===== config.mk =====
export PLATFORM = sky130hd
export DESIGN_NAME = instr_dispatch
export DESIGN_NICKNAME = d
export VERILOG_FILES = /design/src/rtl/tproc_isa_pkg.sv /design/src/rtl/instr_fifo.sv /design/src/rtl/instr_dispatch.sv
export SDC_FILE = /design/constraint.sdc
export NUM_CORES = 1
export LEC_CHECK = 0
export ABC_CLOCK_PERIOD_IN_PS = 6200
export BUFFER_PORTS_ARGS = -buffer_cell sky130_fd_sc_hd__buf_2
export CELL_PAD_IN_SITES_DETAIL_PLACEMENT = 1
export CELL_PAD_IN_SITES_GLOBAL_PLACEMENT = 1
export CORE_MARGIN = 2
export CORE_UTILIZATION = 48
export CTS_BUF_LIST = sky130_fd_sc_hd__clkbuf_4 sky130_fd_sc_hd__clkbuf_8
export DETAILED_ROUTE_END_ITERATION = 10
export PLACE_DENSITY = 0.83
export SLEW_MARGIN = 20
export SYNTH_ARGS = -nofsm -noshare
export SYNTH_HDL_FRONTEND = slang
export SYNTH_HIERARCHICAL = 1
export SYNTH_SLANG_ARGS = --single-unit
export TNS_END_PERCENT = 30

===== constraint.sdc =====
create_clock -name clk -period 6.2 [get_ports clk]
set_input_delay 0.31 -clock clk [delete_from_list [all_inputs] [get_ports clk]]
set_output_delay 0.31 -clock clk [all_outputs]
set_load 0.01 [all_outputs]

===== src/rtl/tproc_isa_pkg.sv =====
// Instruction-set constants shared by the dispatcher and its neighbours.
// Latency: n/a (declarations only).
// Backpressure: n/a.
//
// Contents: opcode constants, opcode class enum, dispatcher FSM state enum,
// field widths, and an opcode classifier.
package tproc_isa_pkg;

    // Opcode occupies the top OPC_W bits of an instruction; the sub-op code
    // occupies the top SUBOP_W bits of the payload directly below it.
    localparam int OPC_W   = 8;
    localparam int SUBOP_W = 4;

    localparam logic [7:0] OP_NOP         = 8'h00;
    localparam logic [3:0] OP_DISPATCH_HI = 4'h1;
    localparam logic [7:0] OP_SYNC        = 8'h44;
    localparam logic [7:0] OP_HALT        = 8'h82;

    typedef enum logic [1:0] {
        ST_IDLE      = 2'd0,
        ST_DISPATCH  = 2'd1,
        ST_SYNC_WAIT = 2'd2,
        ST_HALT      = 2'd3
    } disp_state_e;

    typedef enum logic [2:0] {
        CLS_NOP      = 3'd0,
        CLS_DISPATCH = 3'd1,
        CLS_SYNC     = 3'd2,
        CLS_HALT     = 3'd3,
        CLS_ILLEGAL  = 3'd4
    } op_class_e;

    // DISPATCH to a unit index beyond the configured unit count is illegal.
    function automatic op_class_e classify(input logic [7:0] op, input int num_units);
        op_class_e cls;
        if (op == OP_NOP) begin
            cls = CLS_NOP;
        end else if (op[7:4] == OP_DISPATCH_HI) begin
            cls = (int'(op[3:0]) < num_units) ? CLS_DISPATCH : CLS_ILLEGAL;
        end else if (op == OP_SYNC) begin
            cls = CLS_SYNC;
        end else if (op == OP_HALT) begin
            cls = CLS_HALT;
        end else begin
            cls = CLS_ILLEGAL;
        end
        return cls;
    endfunction

endpackage


===== src/rtl/instr_fifo.sv =====
// Synchronous FIFO holding fetched instructions ahead of decode.
// Latency: a word pushed at edge N is visible on pop_dat (and poppable) from N+1.
// Backpressure: push ignored while full (even with a same-cycle pop); pop ignored while empty.
//
// Ports: push_vld/push_dat write side, pop/pop_dat read side (show-ahead),
// full/empty derived from registered pointers with one extra wrap bit.
module instr_fifo #(
    parameter int WIDTH = 64,
    parameter int DEPTH = 4
) (
    input  logic             clk,
    input  logic             rst_n,
    input  logic             push_vld,
    input  logic [WIDTH-1:0] push_dat,
    input  logic             pop,
    output logic [WIDTH-1:0] pop_dat,
    output logic             full,
    output logic             empty
);

    localparam int AW = $clog2(DEPTH);

    logic [AW:0]      wr_ptr_q, wr_ptr_d;
    logic [AW:0]      rd_ptr_q, rd_ptr_d;
    logic [WIDTH-1:0] mem_q [DEPTH];
    logic             push_ok;
    logic             pop_ok;

    // Same index with differing wrap bits means the writer is a full lap ahead.
    assign full    = (wr_ptr_q[AW] != rd_ptr_q[AW]) && (wr_ptr_q[AW-1:0] == rd_ptr_q[AW-1:0]);
    assign empty   = (wr_ptr_q == rd_ptr_q);
    assign push_ok = push_vld && !full;
    assign pop_ok  = pop && !empty;
    assign pop_dat = mem_q[rd_ptr_q[AW-1:0]];

    always_comb begin
        wr_ptr_d = wr_ptr_q + {{AW{1'b0}}, push_ok};
        rd_ptr_d = rd_ptr_q + {{AW{1'b0}}, pop_ok};
    end

    always_ff @(posedge clk or negedge rst_n) begin
        if (!rst_n) begin
            wr_ptr_q <= '0;
            rd_ptr_q <= '0;
        end else begin
            wr_ptr_q <= wr_ptr_d;
            rd_ptr_q <= rd_ptr_d;
        end
    end

    // Storage needs no reset: entries are only read between push and pop.
    always_ff @(posedge clk) begin
        if (push_ok) begin
            mem_q[wr_ptr_q[AW-1:0]] <= push_dat;
        end
    end

endmodule


===== src/rtl/instr_dispatch.sv =====
// Decodes queued instructions and hands payloads to NUM_UNITS execution units in order.
// Latency: accepted at edge N, popped/decoded at N+1, unit_valid held from N+1 until handshake.
// Backpressure: a stalled unit blocks all later instructions; in_ready drops when the FIFO is full.
//
// Ports: in_valid/in_ready/in_instr from the fetcher; unit_valid (one-hot),
// unit_ready, unit_busy, shared unit_payload/unit_subop to the units;
// start/halted for HALT control; sticky illegal_err.
// Optional: define INSTR_DISPATCH_PERF_EN to add perf_dispatch_cnt and
// perf_stall_cnt (32-bit, wrapping).
module instr_dispatch
    import tproc_isa_pkg::*;
#(
    parameter int INSTR_W    = 64,
    parameter int FIFO_DEPTH = 4,
    parameter int NUM_UNITS  = 4
) (
    input  logic                 clk,
    input  logic                 rst_n,
    input  logic                 in_valid,
    output logic                 in_ready,
    input  logic [INSTR_W-1:0]   in_instr,
    output logic [NUM_UNITS-1:0] unit_valid,
    input  logic [NUM_UNITS-1:0] unit_ready,
    input  logic [NUM_UNITS-1:0] unit_busy,
    output logic [INSTR_W-9:0]   unit_payload,
    output logic [3:0]           unit_subop,
    input  logic                 start,
    output logic                 halted,
    output logic                 illegal_err
`ifdef INSTR_DISPATCH_PERF_EN
    ,
    output logic [31:0]          perf_dispatch_cnt,
    output logic [31:0]          perf_stall_cnt
`endif
);

    localparam int PAY_W = INSTR_W - OPC_W;

    disp_state_e            state_q, state_d;
    logic [NUM_UNITS-1:0]   unit_valid_q, unit_valid_d;
    logic [PAY_W-1:0]       payload_q, payload_d;
    logic [SUBOP_W-1:0]     subop_q, subop_d;
    logic                   halted_q, halted_d;
    logic                   illegal_q, illegal_d;

    logic                   fifo_pop;
    logic [INSTR_W-1:0]     fifo_dat;
    logic                   fifo_full;
    logic                   fifo_empty;

    logic [OPC_W-1:0]       head_op;
    logic [PAY_W-1:0]       head_pay;
    op_class_e              head_cls;
    logic [NUM_UNITS-1:0]   head_onehot;
    logic                   handshake;
    logic                   take;

    instr_fifo #(
        .WIDTH (INSTR_W),
        .DEPTH (FIFO_DEPTH)
    ) u_fifo (
        .clk      (clk),
        .rst_n    (rst_n),
        .push_vld (in_valid),
        .push_dat (in_instr),
        .pop      (fifo_pop),
        .pop_dat  (fifo_dat),
        .full     (fifo_full),
        .empty    (fifo_empty)
    );

    assign in_ready = !fifo_full;

    assign head_op  = fifo_dat[INSTR_W-1 -: OPC_W];
    assign head_pay = fifo_dat[PAY_W-1:0];
    assign head_cls = classify(head_op, NUM_UNITS);

    always_comb begin
        head_onehot = '0;
        for (int i = 0; i < NUM_UNITS; i++) begin
            head_onehot[i] = (head_op[3:0] == 4'(i));
        end
    end

    assign handshake = (state_q == ST_DISPATCH) && ((unit_valid_q & unit_ready) != '0);

    // The FIFO head is decoded straight into the output registers, so a pop
    // on the handshake edge keeps a ready unit fed every cycle.
    always_comb begin
        state_d      = state_q;
        unit_valid_d = unit_valid_q;
        payload_d    = payload_q;
        subop_d      = subop_q;
        halted_d     = halted_q;
        illegal_d    = illegal_q;
        take         = 1'b0;
        fifo_pop     = 1'b0;

        if (start) begin
            illegal_d = 1'b0;
        end

        case (state_q)
            ST_IDLE: begin
                take = !fifo_empty;
            end
            ST_DISPATCH: begin
                if (handshake) begin
                    unit_valid_d = '0;
                    state_d      = ST_IDLE;
                    take         = !fifo_empty;
                end
            end
            ST_SYNC_WAIT: begin
                if ((unit_busy == '0) && (unit_valid_q == '0)) begin
                    state_d = ST_IDLE;
                end
            end
            ST_HALT: begin
                if (start) begin
                    state_d  = ST_IDLE;
                    halted_d = 1'b0;
                end
            end
            default: state_d = ST_IDLE;
        endcase

        if (take) begin
            fifo_pop = 1'b1;
            case (head_cls)
                CLS_DISPATCH: begin
                    state_d      = ST_DISPATCH;
                    unit_valid_d = head_onehot;
                    payload_d    = head_pay;
                    subop_d      = head_pay[PAY_W-1 -: SUBOP_W];
                end
                CLS_SYNC: begin
                    state_d = ST_SYNC_WAIT;
                end
                CLS_HALT: begin
                    state_d  = ST_HALT;
                    halted_d = 1'b1;
                end
                CLS_ILLEGAL: begin
                    // A new error wins over a same-cycle start clear.
                    state_d   = ST_IDLE;
                    illegal_d = 1'b1;
                end
                default: begin
                    state_d = ST_IDLE;
                end
            endcase
        end
    end

    always_ff @(posedge clk or negedge rst_n) begin
        if (!rst_n) begin
            state_q      <= ST_IDLE;
            unit_valid_q <= '0;
            payload_q    <= '0;
            subop_q      <= '0;
            halted_q     <= 1'b0;
            illegal_q    <= 1'b0;
        end else begin
            state_q      <= state_d;
            unit_valid_q <= unit_valid_d;
            payload_q    <= payload_d;
            subop_q      <= subop_d;
            halted_q     <= halted_d;
            illegal_q    <= illegal_d;
        end
    end

    assign unit_valid   = unit_valid_q;
    assign unit_payload = payload_q;
    assign unit_subop   = subop_q;
    assign halted       = halted_q;
    assign illegal_err  = illegal_q;

`ifdef INSTR_DISPATCH_PERF_EN
    logic [31:0] dispatch_cnt_q, dispatch_cnt_d;
    logic [31:0] stall_cnt_q, stall_cnt_d;
    logic        stall;

    // A stall is any cycle a decoded instruction cannot retire.
    assign stall = ((state_q == ST_DISPATCH) && !handshake) || (state_q == ST_SYNC_WAIT);

    always_comb begin
        dispatch_cnt_d = dispatch_cnt_q + {31'd0, handshake};
        stall_cnt_d    = stall_cnt_q + {31'd0, stall};
    end

    always_ff @(posedge clk or negedge rst_n) begin
        if (!rst_n) begin
            dispatch_cnt_q <= '0;
            stall_cnt_q    <= '0;
        end else begin
            dispatch_cnt_q <= dispatch_cnt_d;
            stall_cnt_q    <= stall_cnt_d;
        end
    end

    assign perf_dispatch_cnt = dispatch_cnt_q;
    assign perf_stall_cnt    = stall_cnt_q;
`endif

endmodule


==> out/qor.yml, run 1 <==
sta:
  finClkSkew_ns: 0.0318
  fin_crit_ns: 4.15
  finalMaxSlewViolations: 0
  finalHoldViolations: 0
  setup_violations: 0
  grt_setup_unrepaired: "false"
  fin_ws_ns: 2.05
  finalCritPeriodShare_pct: 67.0
  worst_pin_slew_ns: 1.11
  final.setup.tns_ns: 0
  relSlewSlack_pct: 25.7
  timing.fmax_ghz: 0.241
  hold_slack_ns: 0.0883
placement:
  place_ws_ns: 2.12
  io_buffer_count: 142
  placed_cell_area_sq_um: 13600
  gp_congestion: 0.745
  dp_hpwl_microns: 16500
  placedCellCount: 1000
power:
  comb_power_share_pct: 11.4
  p_int_uw: 4040
  swShare_pct: 25.6
  p_clk_share_pct: 35.8
  switchingPower_uw: 1390
  power_density_nw_per_um2: 353
  ir_drop_mv: 0.165
  pwr-share-seq_pct: 52.8
  power_leakage_uw: 0.00602
clock_network:
  cts_buffers: 50
  cts_tree: "yes"
  cts_setup_buffers: 0
  clk_pin_slew_ns: 0.07
  htree_levels: 2
  clk_path_buf_depth: 3
  clock_latency_ns: 0.59
  cts-root-buf: "clkbuf_8"
  numClockSinks: 326
setup_path:
  crit_path_start: "u_fifo/rd_ptr_q[0]"
  startpoint_type: "flop"
  r2r_start: "u_fifo/rd_ptr_q[0]"
  cp-end-kind: "flop"
  cp.arrival_ns: 4.61
  critical_path_class: "flop to flop"
  worstPathMaxFanout: 39
  cp.required_ns: 6.66
global_route:
  busiest_layer: "met2"
  grt_first_pass_wirelength_microns: 46600
  antenna_found_initial: 1
  grt-ovfl-total: 0
  grt_max_degree: 71
  grt_use_met1_pct: 31.0
  met2_usage_pct: 40.1
  grtUsageTotal_pct: 23.5
  grt_pass1_vias: 7249
  grt.met3_usage_pct: 4.52
detailed_routing:
  route.detailed.drc: 0
  first_pass_iters: 5
  vias_per_cell: 5.51
  antenna_left: 0
  vias: 6393
  wirelength_microns: 30800
  wl_per_cell_microns: 26.5
  dr.first_iter.drc_count: 402
finish:
  stdcell_area_sq_um: 15400
  layout-drive-gt1-share_pct: 45.2
  area_growth_pct: 23.7
  final_cells: 1161
  fin_nets: 868
floorplanning:
  die_h_microns: 165
  dieArea_sq_um: 27200
  ios: 143
  core_sq_um: 25300
  row_count: 58
  initial_core_util_pct: 49.1
  die_w_microns: 165
worst_hold_path:
  hold_class: "input port to flop"
  hold_path.startpoint: "start"
yosys:
  synth_most_common_cell: "edfxtp_1"
  synth_warnings: 6
  yosys.area.top_type: "edfxtp_1"
  synth_area_leaders: "edfxtp_1 62%, dfrtp_1 14%, mux4_2 12%, mux2_4 6.8%, buf_6 1.0%"
  synth_fp_nets: 621
  ys.flop_type: "edfxtp_1"
  synthesis.area_sq_um: 12400
  synth_commonest_cells: "256 x edfxtp_1, 70 x dfrtp_1, 64 x mux4_2, 56 x mux2_4, 11 x buf_6"
  postSynthCellCount: 541
  yosysSeqAreaShare_pct: 75.9
  ys_async_sr_fraction_pct: 21.5
  synthDistinctLibCells: 39
  avgSynthCellArea_sq_um: 23.0
  synth_seq_cells: 326
  synth_edf_count: 256
  synth_top_cell_area_share_pct: 61.8
run:
  maxCapViolCount: 0
outcome:
  status: "completed"
per-stage QoR:
step	total power (uW)	util [%]
global placement	3340	53.4
detailed placement	3450	53.7
finish	5430	60.7
global route	5620	60.7
floorplan	3170	-
CTS	5400	60.6
state kept, by name, summed over array words and instances (netlist names):
signal	flops
u_fifo/mem_q	256
unit_payload	56
unit_valid	4
u_fifo/rd_ptr_q	3
u_fifo/wr_ptr_q	3
state_q	2
halted	1
illegal_err	1
worst max-delay path, stage by stage, from the launching register on:
cell and delay, ns:
dfrtp_4 0.96, mux4_2 0.64, nor3_1 0.59, nand4_4 0.75, buf_4 0.62, mux2_4 0.39
routing by layer:
| layer | wire, microns | up-vias |
|---|---|---|
| li1 | - | 2722 |
| met1 | 12400 | 3422 |
| met2 | 16400 | 206 |
| met3 | 1490 | 43 |
| met4 | 550 | 0 |
| met5 | 0 | - |
timing repair:
item	4_1_cts	5_1_grt
hold buffers	65	0
hold endpoints to repair	326	0
gates resized for setup	0	0
setup endpoints to repair	0	0
cell type report:
class | count | area (sq um)
Clock inverter | 22 | 163
Tap cell | 330 | 413
Antenna cell | 1 | 2.50
Clock buffer | 72 | 935
Sequential cell | 326 | 9450
Fill cell | 2190 | 9950
Inverter | 4 | 15.0
Timing Repair Buffer | 219 | 1570
Multi-Input combinational cell | 187 | 2840
power by group through the flow:
stage | clock network (uW) | registers [uW] | logic [uW]
floorplan | 0 | 2890 | 280
global placement | 0 | 2850 | 492
detailed placement | 0 | 2890 | 559
CTS | 1940 | 2860 | 598
global route | 2070 | 2890 | 661
finish | 1940 | 2870 | 621
cells in the final DEF, fill, tap and decap left out, drive strengths merged, types with 3 or more instances in the layout:
cell and n:
a31oi 4, buf 154, clkbuf 72, clkinv 18, dfrtp 70, dlygate4sd3 65, edfxtp 256, ha 4
inv 6, mux2 57, mux2i 4, mux4 64, nand2 8, nand3 6, nand3b 3, nor2 3
nor3 4, xor2 5
kinds of logic after synthesis:
kind of cell               synth area share (%)
DFF                                        75.9
buffers and inverters                      1.74
muxes                                      18.8
AOI/OAI and AO/OA                          1.11
xor gates and xnor gates                  0.493
and+or+nand+nor                            1.55
adders and majority gates                 0.403
worst paths after layout:
path	endpoint	slack, ns	cells after the start
setup / recovery	unit_payload[14]	2.05	5
hold / removal	illegal_err	0.09	3
setup reg to reg	unit_payload[14]	2.05	5
hold reg to reg	halted	0.49	2
max in group asynchronous	u_fifo/rd_ptr_q[0]	4.97	2
min in group asynchronous	unit_payload[18]	0.46	2
Note: power is estimated with default switching activity, not from simulation.
==> run 2, diff against run 1 <==
--- a/config.mk
+++ b/config.mk
@@ -5,15 +5,16 @@
 export SDC_FILE = /design/constraint.sdc
 export NUM_CORES = 1
 export LEC_CHECK = 0
-export ABC_CLOCK_PERIOD_IN_PS = 6200
+export ABC_AREA = 1
+export ABC_CLOCK_PERIOD_IN_PS = 3800
 export BUFFER_PORTS_ARGS = -buffer_cell sky130_fd_sc_hd__buf_2
 export CELL_PAD_IN_SITES_DETAIL_PLACEMENT = 1
 export CELL_PAD_IN_SITES_GLOBAL_PLACEMENT = 1
 export CORE_MARGIN = 2
-export CORE_UTILIZATION = 48
+export CORE_UTILIZATION = 44
 export CTS_BUF_LIST = sky130_fd_sc_hd__clkbuf_4 sky130_fd_sc_hd__clkbuf_8
 export DETAILED_ROUTE_END_ITERATION = 10
-export PLACE_DENSITY = 0.83
+export PLACE_DENSITY = 0.82
 export SLEW_MARGIN = 20
 export SYNTH_ARGS = -nofsm -noshare
 export SYNTH_HDL_FRONTEND = slang
==> constraint.sdc (replaced) <==
create_clock -name clk -period 3.8 [get_ports clk]
set_input_delay 0.19 -clock clk [delete_from_list [all_inputs] [get_ports clk]]
set_output_delay 0.19 -clock clk [all_outputs]
set_load 0.01 [all_outputs]
==> run 2 against run 1 <==
  * Global-route usage is 1.1 points lower
  * Combinational power grew to 5.9 times the previous value
  * Power is 120% higher
  * Sequential cell count stayed put
  * Design area is 0.14% lower
  * Synthesized area is 2.4% higher
  * Highest routed layer unchanged
  * First-iteration DRC count is 61% higher
  * Wire length is 9.8% higher
  * Worst hold slack worse by 0.059 ns
  * Largest cell class unchanged
  * Fmax is 28% higher
==> out/qor.yml, run 2 <==
outcome:
  status: "completed"
global_route:
  met2_usage_pct: 39.2  # -0.92 points
  grt-ovfl-total: 0  # unchanged
  grt_use_met1_pct: 28.1  # -2.8 points
  grt_first_pass_wirelength_microns: 52700  # +13%
  grt_max_degree: 93  # +31%
  grt_pass1_vias: 9555  # +32%
  antenna_found_initial: 3  # +2
  grt.met3_usage_pct: 3.50  # -1.0 points
  busiest_layer: "met2"
  grtUsageTotal_pct: 22.3  # -1.1 points
yosys:
  synth_top_cell_area_share_pct: 60.4  # -1.4 points
  synth_warnings: 6  # unchanged
  synth_fp_nets: 1085  # +75%
  synth_seq_cells: 326  # unchanged
  postSynthCellCount: 1005  # +86%
  ys.flop_type: "edfxtp_1"
  yosys.area.top_type: "edfxtp_1"
  ys_async_sr_fraction_pct: 21.5  # unchanged
  avgSynthCellArea_sq_um: 12.7  # -45%
  synth_area_leaders: "edfxtp_1 60%, dfrtp_1 14%, nand2_1 5.7%, nor2_1 4.4%, o22ai_1 3.1%"
  synth_most_common_cell: "edfxtp_1"
  synth_edf_count: 256  # unchanged
  synth_commonest_cells: "256 x edfxtp_1, 193 x nand2_1, 150 x nor2_1, 76 x o21ai_0, 70 x dfrtp_1"
  synthDistinctLibCells: 29  # -26%
  yosysSeqAreaShare_pct: 74.2  # -1.8 points
  synthesis.area_sq_um: 12700  # +2.4%
setup_path:
  critical_path_class: "flop to flop"
  r2r_start: "u_fifo/rd_ptr_q[1]"
  r2r_end: "u_fifo/mem_q[0][44]"
  critPathBufInv: 2  # +1
  cp.required_ns: 4.02  # -2.64 ns
  critPathMostFrequentCell: "nand2_1"
  worstPathMaxFanout: 49  # +26%
  crit_chain: "inv_2 > nand2_1 > nand2_1 > nand3_1 > nand2_1 > nor2_4 > buf_12"
  cp.arrival_ns: 3.45  # -1.16 ns
  startpoint_type: "flop"
  path_delay_family: "simple AND/OR/NAND/NOR gates"
  r2r_slack_ns: 0.57  # -1.48 ns
  cpPeakStageDelay_ns: 0.69  # -0.27 ns
  r2r_cells: 7  # +2
  crit_slowest_cell: "dfrtp_2"
  cp-end-kind: "flop"
detailed_routing:
  vias_per_cell: 5.28  # -4.2%
  first_pass_iters: 5  # unchanged
  route.detailed.drc: 0  # unchanged
  dr.first_iter.drc_count: 648  # +61%
  vias: 8694  # +36%
  wl_per_cell_microns: 20.5  # -23%
  antenna_left: 0  # unchanged
  wirelength_microns: 33800  # +9.8%
clock_network:
  clk_path_buf_depth: 3  # unchanged
  cts_buffers: 50  # unchanged
  numClockSinks: 326  # unchanged
  ctsHoldBuffers: 66  # +1.5%
  cts_setup_buffers: 0  # unchanged
  cts_resized: 0  # unchanged
  clock_latency_ns: 0.58  # about the same
  cts-root-buf: "clkbuf_8"
  htree_levels: 2  # unchanged
  clk_pin_slew_ns: 0.06  # about the same
  cts_tree: "yes"
finish:
  fin_nets: 1301  # +50%
  layout_common_cells: "256 x edfxtp_1, 193 x nand2_1, 146 x nor2_1"
  largest_reg_flops: 256  # unchanged
  mostFrequentLayoutCell: "edfxtp_1"
  area_growth_pct: 20.7
  layout-drive-gt1-share_pct: 21.9  # -23 points
  fill_cells: 2961  # +35%
floorplanning:
  ios: 143  # unchanged
  dieArea_sq_um: 30300  # +11%
  row_count: 62  # +6.9%
  die_w_microns: 174  # +5.5%
  core_sq_um: 28600  # +13%
  die_h_microns: 174  # +5.5%
  initial_core_util_pct: 44.5  # -4.6 points
power:
  power_uw: 11800  # +120%
  power_leakage_uw: 0.00613  # +1.9%
  ir_drop_mv: 0.323  # +96%
  power_density_nw_per_um2: 768  # +120%
sta:
  relSlewSlack_pct: 30.8  # +5.1 points
  fin_crit_ns: 3.23  # -0.920 ns
  finalCritPeriodShare_pct: 85.1  # +18 points
  hold_slack_ns: 0.0297  # -0.0586 ns
  worst_pin_slew_ns: 1.04  # -0.0692 ns
  timing.fmax_ghz: 0.309  # +28%
  grt_setup_unrepaired: "false"
  finalMaxSlewViolations: 0  # unchanged
  finClkSkew_ns: 0.0326  # +0.000875 ns
  finalHoldViolations: 0  # unchanged
  setup_violations: 0  # unchanged
worst_hold_path:
  hold_path.startpoint: "unit_busy[2]"
  min_path_cells: 7  # +4
  hold_class: "input port to flop"
  hold_path_end: "state_q[1]"
run:
  maxCapViolCount: 0  # unchanged
placement:
  gp_congestion: 0.721  # -3.2%
  dp_hpwl_microns: 19400  # +18%
  io_buffer_count: 142  # unchanged
==> run 2: stage by stage <==
step | worst slack [ns] | instances | area (sq um) | setup TNS, ns | utilization, %
6_report | 0.567 | 1648 | 15400 | 0 | 53.6
3_3_place_gp | 0.746 | 1487 | 13700 | 0 | 47.9
3_5_place_dp | 0.664 | 1487 | 13700 | 0 | 47.9
4_1_cts | 0.650 | 1645 | 15300 | 0 | 53.6
2_1_floorplan | -0.264 | 1005 | 12700 | -67.56 | -
5_1_grt | 0.338 | 1648 | 15400 | 0 | 53.6
==> run 2: worst max path at each step <==
stage / from / to / slack [ns] / cells after the start
finish: u_fifo/rd_ptr_q[1] / u_fifo/mem_q[0][44] / 0.57 / 7
global route: u_fifo/rd_ptr_q[0] / unit_payload[30] / 0.34 / 10
CTS: u_fifo/rd_ptr_q[1] / u_fifo/mem_q[3][59] / 0.65 / 7
detailed placement: u_fifo/rd_ptr_q[0] / unit_payload[3] / 0.66 / 10
global placement: u_fifo/rd_ptr_q[1] / u_fifo/mem_q[3][42] / 0.75 / 7
floorplan: u_fifo/rd_ptr_q[0] / u_fifo/mem_q[0][0] / -0.26 / 5
==> run 2: layout make-up <==
cell class / instances / area, sq um / share of cell area (%)
clock inverters: 19 / 83.8 / 0.546
clock buffers: 73 / 905 / 5.89
diodes: 3 / 7.51 / 0.0489
repair buffers: 222 / 1550 / 10.1
flip-flops and latches: 326 / 9440 / 61.5
inverters: 29 / 111 / 0.725
multi-input cells: 592 / 2770 / 18.0
well taps: 384 / 480 / 3.13
==> run 2: where the power goes <==
part / internal, uW / total [uW] / switching (uW)
clock network: 1530 / 2870 / 1340
registers: 4790 / 5280 / 489
logic: 1130 / 3650 / 2520
==> run 2: logic make-up after synthesis <==
group,Yosys count,synth area share (%)
and+or+nand+nor,387,12.5
AOI/OAI and AO/OA,198,8.42
DFF,326,74.2
buffers and inverters,87,4.32
xor gates and xnor gates,3,0.207
adders and majority gates,4,0.393
==> run 2: worst reg2reg max path, delay by kind of cell, from the launching register on <==
kind	cells	cell delay, ns
buffers and inverters	2	0.80
AND/OR/NAND/NOR	5	1.36
flip-flops	1	0.69
==> run 2: metal layers <==
| metal | routed length [microns] | share of wire [%] |
|---|---|---|
| met4 | 825 | 2.4 |
| met5 | 0 | 0 |
| met2 | 17400 | 51 |
| met3 | 1470 | 4.3 |
| met1 | 14200 | 42 |
==> run 3, diff against run 2 <==
--- a/config.mk
+++ b/config.mk
@@ -8,12 +8,13 @@
 export ABC_AREA = 1
 export ABC_CLOCK_PERIOD_IN_PS = 3800
 export BUFFER_PORTS_ARGS = -buffer_cell sky130_fd_sc_hd__buf_2
-export CELL_PAD_IN_SITES_DETAIL_PLACEMENT = 1
-export CELL_PAD_IN_SITES_GLOBAL_PLACEMENT = 1
+export CELL_PAD_IN_SITES_DETAIL_PLACEMENT = 2
+export CELL_PAD_IN_SITES_GLOBAL_PLACEMENT = 2
 export CORE_MARGIN = 2
-export CORE_UTILIZATION = 44
+export CORE_UTILIZATION = 37
 export CTS_BUF_LIST = sky130_fd_sc_hd__clkbuf_4 sky130_fd_sc_hd__clkbuf_8
 export DETAILED_ROUTE_END_ITERATION = 10
+export MAX_ROUTING_LAYER = met4
 export PLACE_DENSITY = 0.82
 export SLEW_MARGIN = 20
 export SYNTH_ARGS = -nofsm -noshare
==> run 3 against run 2 <==
  * Worst hold slack better by 0.067 ns
  * Clock-buffer cell count is 17 higher
  * Power is 5.1% higher
  * Sequential power is 0.8% lower
  * Clock power is 11% higher
  * Die area is 18% higher
  * Global-route usage is 1.3 points higher
  * Combinational power is 8.8% higher
  * Wire length is 21% higher
  * Critical path type unchanged
  * Largest cell class unchanged
==> out/qor.yml, run 3 (same netlist as run 2, synthesis figures left out) <==
outcome:
  status: "completed"
sta:
  worst_pin_slew_ns: 1.01  # -0.0240 ns
  grt_setup_unrepaired: "false"
  finClkSkew_ns: 0.0378  # +0.00512 ns
  finalCritPeriodShare_pct: 90.3  # +5.3 points
  setup_violations: 0  # unchanged
  finalMaxSlewViolations: 0  # unchanged
  fin_crit_ns: 3.43  # +0.200 ns
  final.setup.tns_ns: 0  # unchanged
  timing.fmax_ghz: 0.291  # -5.8%
  relSlewSlack_pct: 32.3  # +1.4 points
  finalHoldViolations: 0  # unchanged
  hold_slack_ns: 0.0969  # +0.0672 ns
run:
  maxCapViolCount: 0  # unchanged
global_route:
  grtUsageTotal_pct: 23.6  # +1.3 points
  grt_first_pass_wirelength_microns: 62400  # +18%
  antenna_found_initial: 5  # +2
  grt_use_met1_pct: 27.7  # -0.44 points
  grt_pass1_vias: 10100  # +5.8%
  grt.met3_usage_pct: 3.61  # +0.11 points
  met2_usage_pct: 41.5  # +2.3 points
  grt_max_degree: 81  # -13%
  busiest_layer: "met2"
  grt-ovfl-total: 0  # unchanged
clock_network:
  cts_tree: "yes"
  cts_setup_buffers: 0  # unchanged
  cts_buffers: 53  # +6.0%
  cts_resized: 0  # unchanged
  clk_path_buf_depth: 3  # unchanged
  clk_pin_slew_ns: 0.06  # about the same
  clock_latency_ns: 0.60  # +0.02 ns
  numClockSinks: 326  # unchanged
  cts-root-buf: "clkbuf_8"
  htree_levels: 2  # unchanged
power:
  power_leakage_uw: 0.00622  # +1.4%
  ir_drop_mv: 0.323  # +0.13%
  power_uw: 12400  # +5.1%
  power_density_nw_per_um2: 796  # +3.6%
finish:
  mostFrequentLayoutCell: "edfxtp_1"
  fin_nets: 1311  # +0.77%
  largest_reg_flops: 256  # unchanged
  fill_cells: 3408  # +15%
  stdcell_area_sq_um: 15600  # +1.5%
  layout-drive-gt1-share_pct: 23.2  # +1.3 points
  area_growth_pct: 22.4
  layout_common_cells: "256 x edfxtp_1, 193 x nand2_1, 146 x nor2_1"
  fin_util_pct: 46.2  # -7.4 points
setup_path:
  crit_path_start: "u_fifo/rd_ptr_q[0]"
  cpPeakStageDelay_ns: 0.85  # +0.16 ns
  startpoint_type: "flop"
  crit_slowest_cell: "nor2_4"
  cp.required_ns: 4.30  # +0.28 ns
  worstPathMaxFanout: 80  # +63%
  critPathBufInv: 2  # unchanged
  crit_chain: "buf_12 > o21ai_0 > o22ai_1 > nor2_1 > nand4_1 > nor2_4 > buf_4 > nand2_1 > nand2_1"
  r2r_start: "u_fifo/rd_ptr_q[0]"
  cp.arrival_ns: 3.93  # +0.48 ns
  critPathMostFrequentCell: "nand2_1"
  cp-end-kind: "flop"
  path_delay_family: "simple AND/OR/NAND/NOR gates"
  critical_path_class: "flop to flop"
floorplanning:
  core_sq_um: 33700  # +18%
  initial_core_util_pct: 37.8  # -6.7 points
  dieArea_sq_um: 35900  # +18%
  die_w_microns: 189  # +8.8%
  die_h_microns: 189  # +8.8%
  row_count: 67  # +8.1%
  ios: 143  # unchanged
worst_hold_path:
  hold_path.startpoint: "unit_ready[3]"
  hold_class: "input port to flop"
detailed_routing:
  vias_per_cell: 5.17  # -2.0%
  route.detailed.drc: 0  # unchanged
  wirelength_microns: 41000  # +21%
  antenna_left: 0  # unchanged
  vias: 8925  # +2.7%
  first_pass_iters: 4  # -1
  dr.first_iter.drc_count: 596  # -8.0%
  wl_per_cell_microns: 23.8  # +16%
placement:
  dp_hpwl_microns: 22700  # +17%
  placed_cell_area_sq_um: 13800  # +0.62%
  io_buffer_count: 142  # unchanged
  gp_congestion: 0.746  # +3.5%
[run 3: stage by stage]
step / cells / setup WS [ns]
2_1_floorplan: 1005 / -0.264
3_3_place_gp: 1555 / 0.594
3_5_place_dp: 1555 / 0.424
4_1_cts: 1722 / 0.399
5_1_grt: 1727 / 0.109
6_report: 1727 / 0.367
[run 3: per-layer routing]
metal	share of wire [%]	up-vias	routed length (microns)
li1	-	4001	-
met1	41	4603	16700
met2	53	242	21600
met3	3.9	79	1600
met4	2.7	0	1090
met5	0	-	0
[run 3: final cells by class]
cell class	count	area (sq um)	share of cell area, %
clock buffer	90	1050	6.75
inverter	29	111	0.715
clock inverter	8	41.3	0.265
timing repair buffer	229	1590	10.2
multi-input combinational	592	2770	17.8
sequential	326	9440	60.6
antenna	5	12.5	0.0803
tap	448	561	3.60
[run 3: where the power goes]
group | leakage (uW) | internal [uW] | switching, uW
Sequential | 0.00325 | 4800 | 442
Clock | 0.000586 | 1730 | 1460
Combinational | 0.00238 | 1140 | 2830
[run 3: worst min-delay path: stages]
cell	delay, ns
buf_2	0.07
nand2_1	0.05
nand2_2	0.08
nor2_4	0.05
a21oi_1	0.12
nand2_1	0.06
[run 3: path summary, 6_finish.rpt]
path | cells past startpoint | endpoint | slack, ns
max in group asynchronous | 3 | unit_payload[22] | 2.66
worst min-delay path | 6 | state_q[0] | 0.1
min in group asynchronous | 2 | unit_payload[44] | 0.12
worst max-delay path | 9 | unit_payload[30] | 0.37
worst min register to register | 2 | unit_payload[10] | 0.46
worst max register to register | 9 | unit_payload[30] | 0.37
[run 3: what timing repair did]
| action | CTS | global route |
|---|---|---|
| hold buffers | 69 | 0 |
| endpoints found under the hold margin | 294 | 0 |
| endpoints found under the setup margin | 0 | 0 |
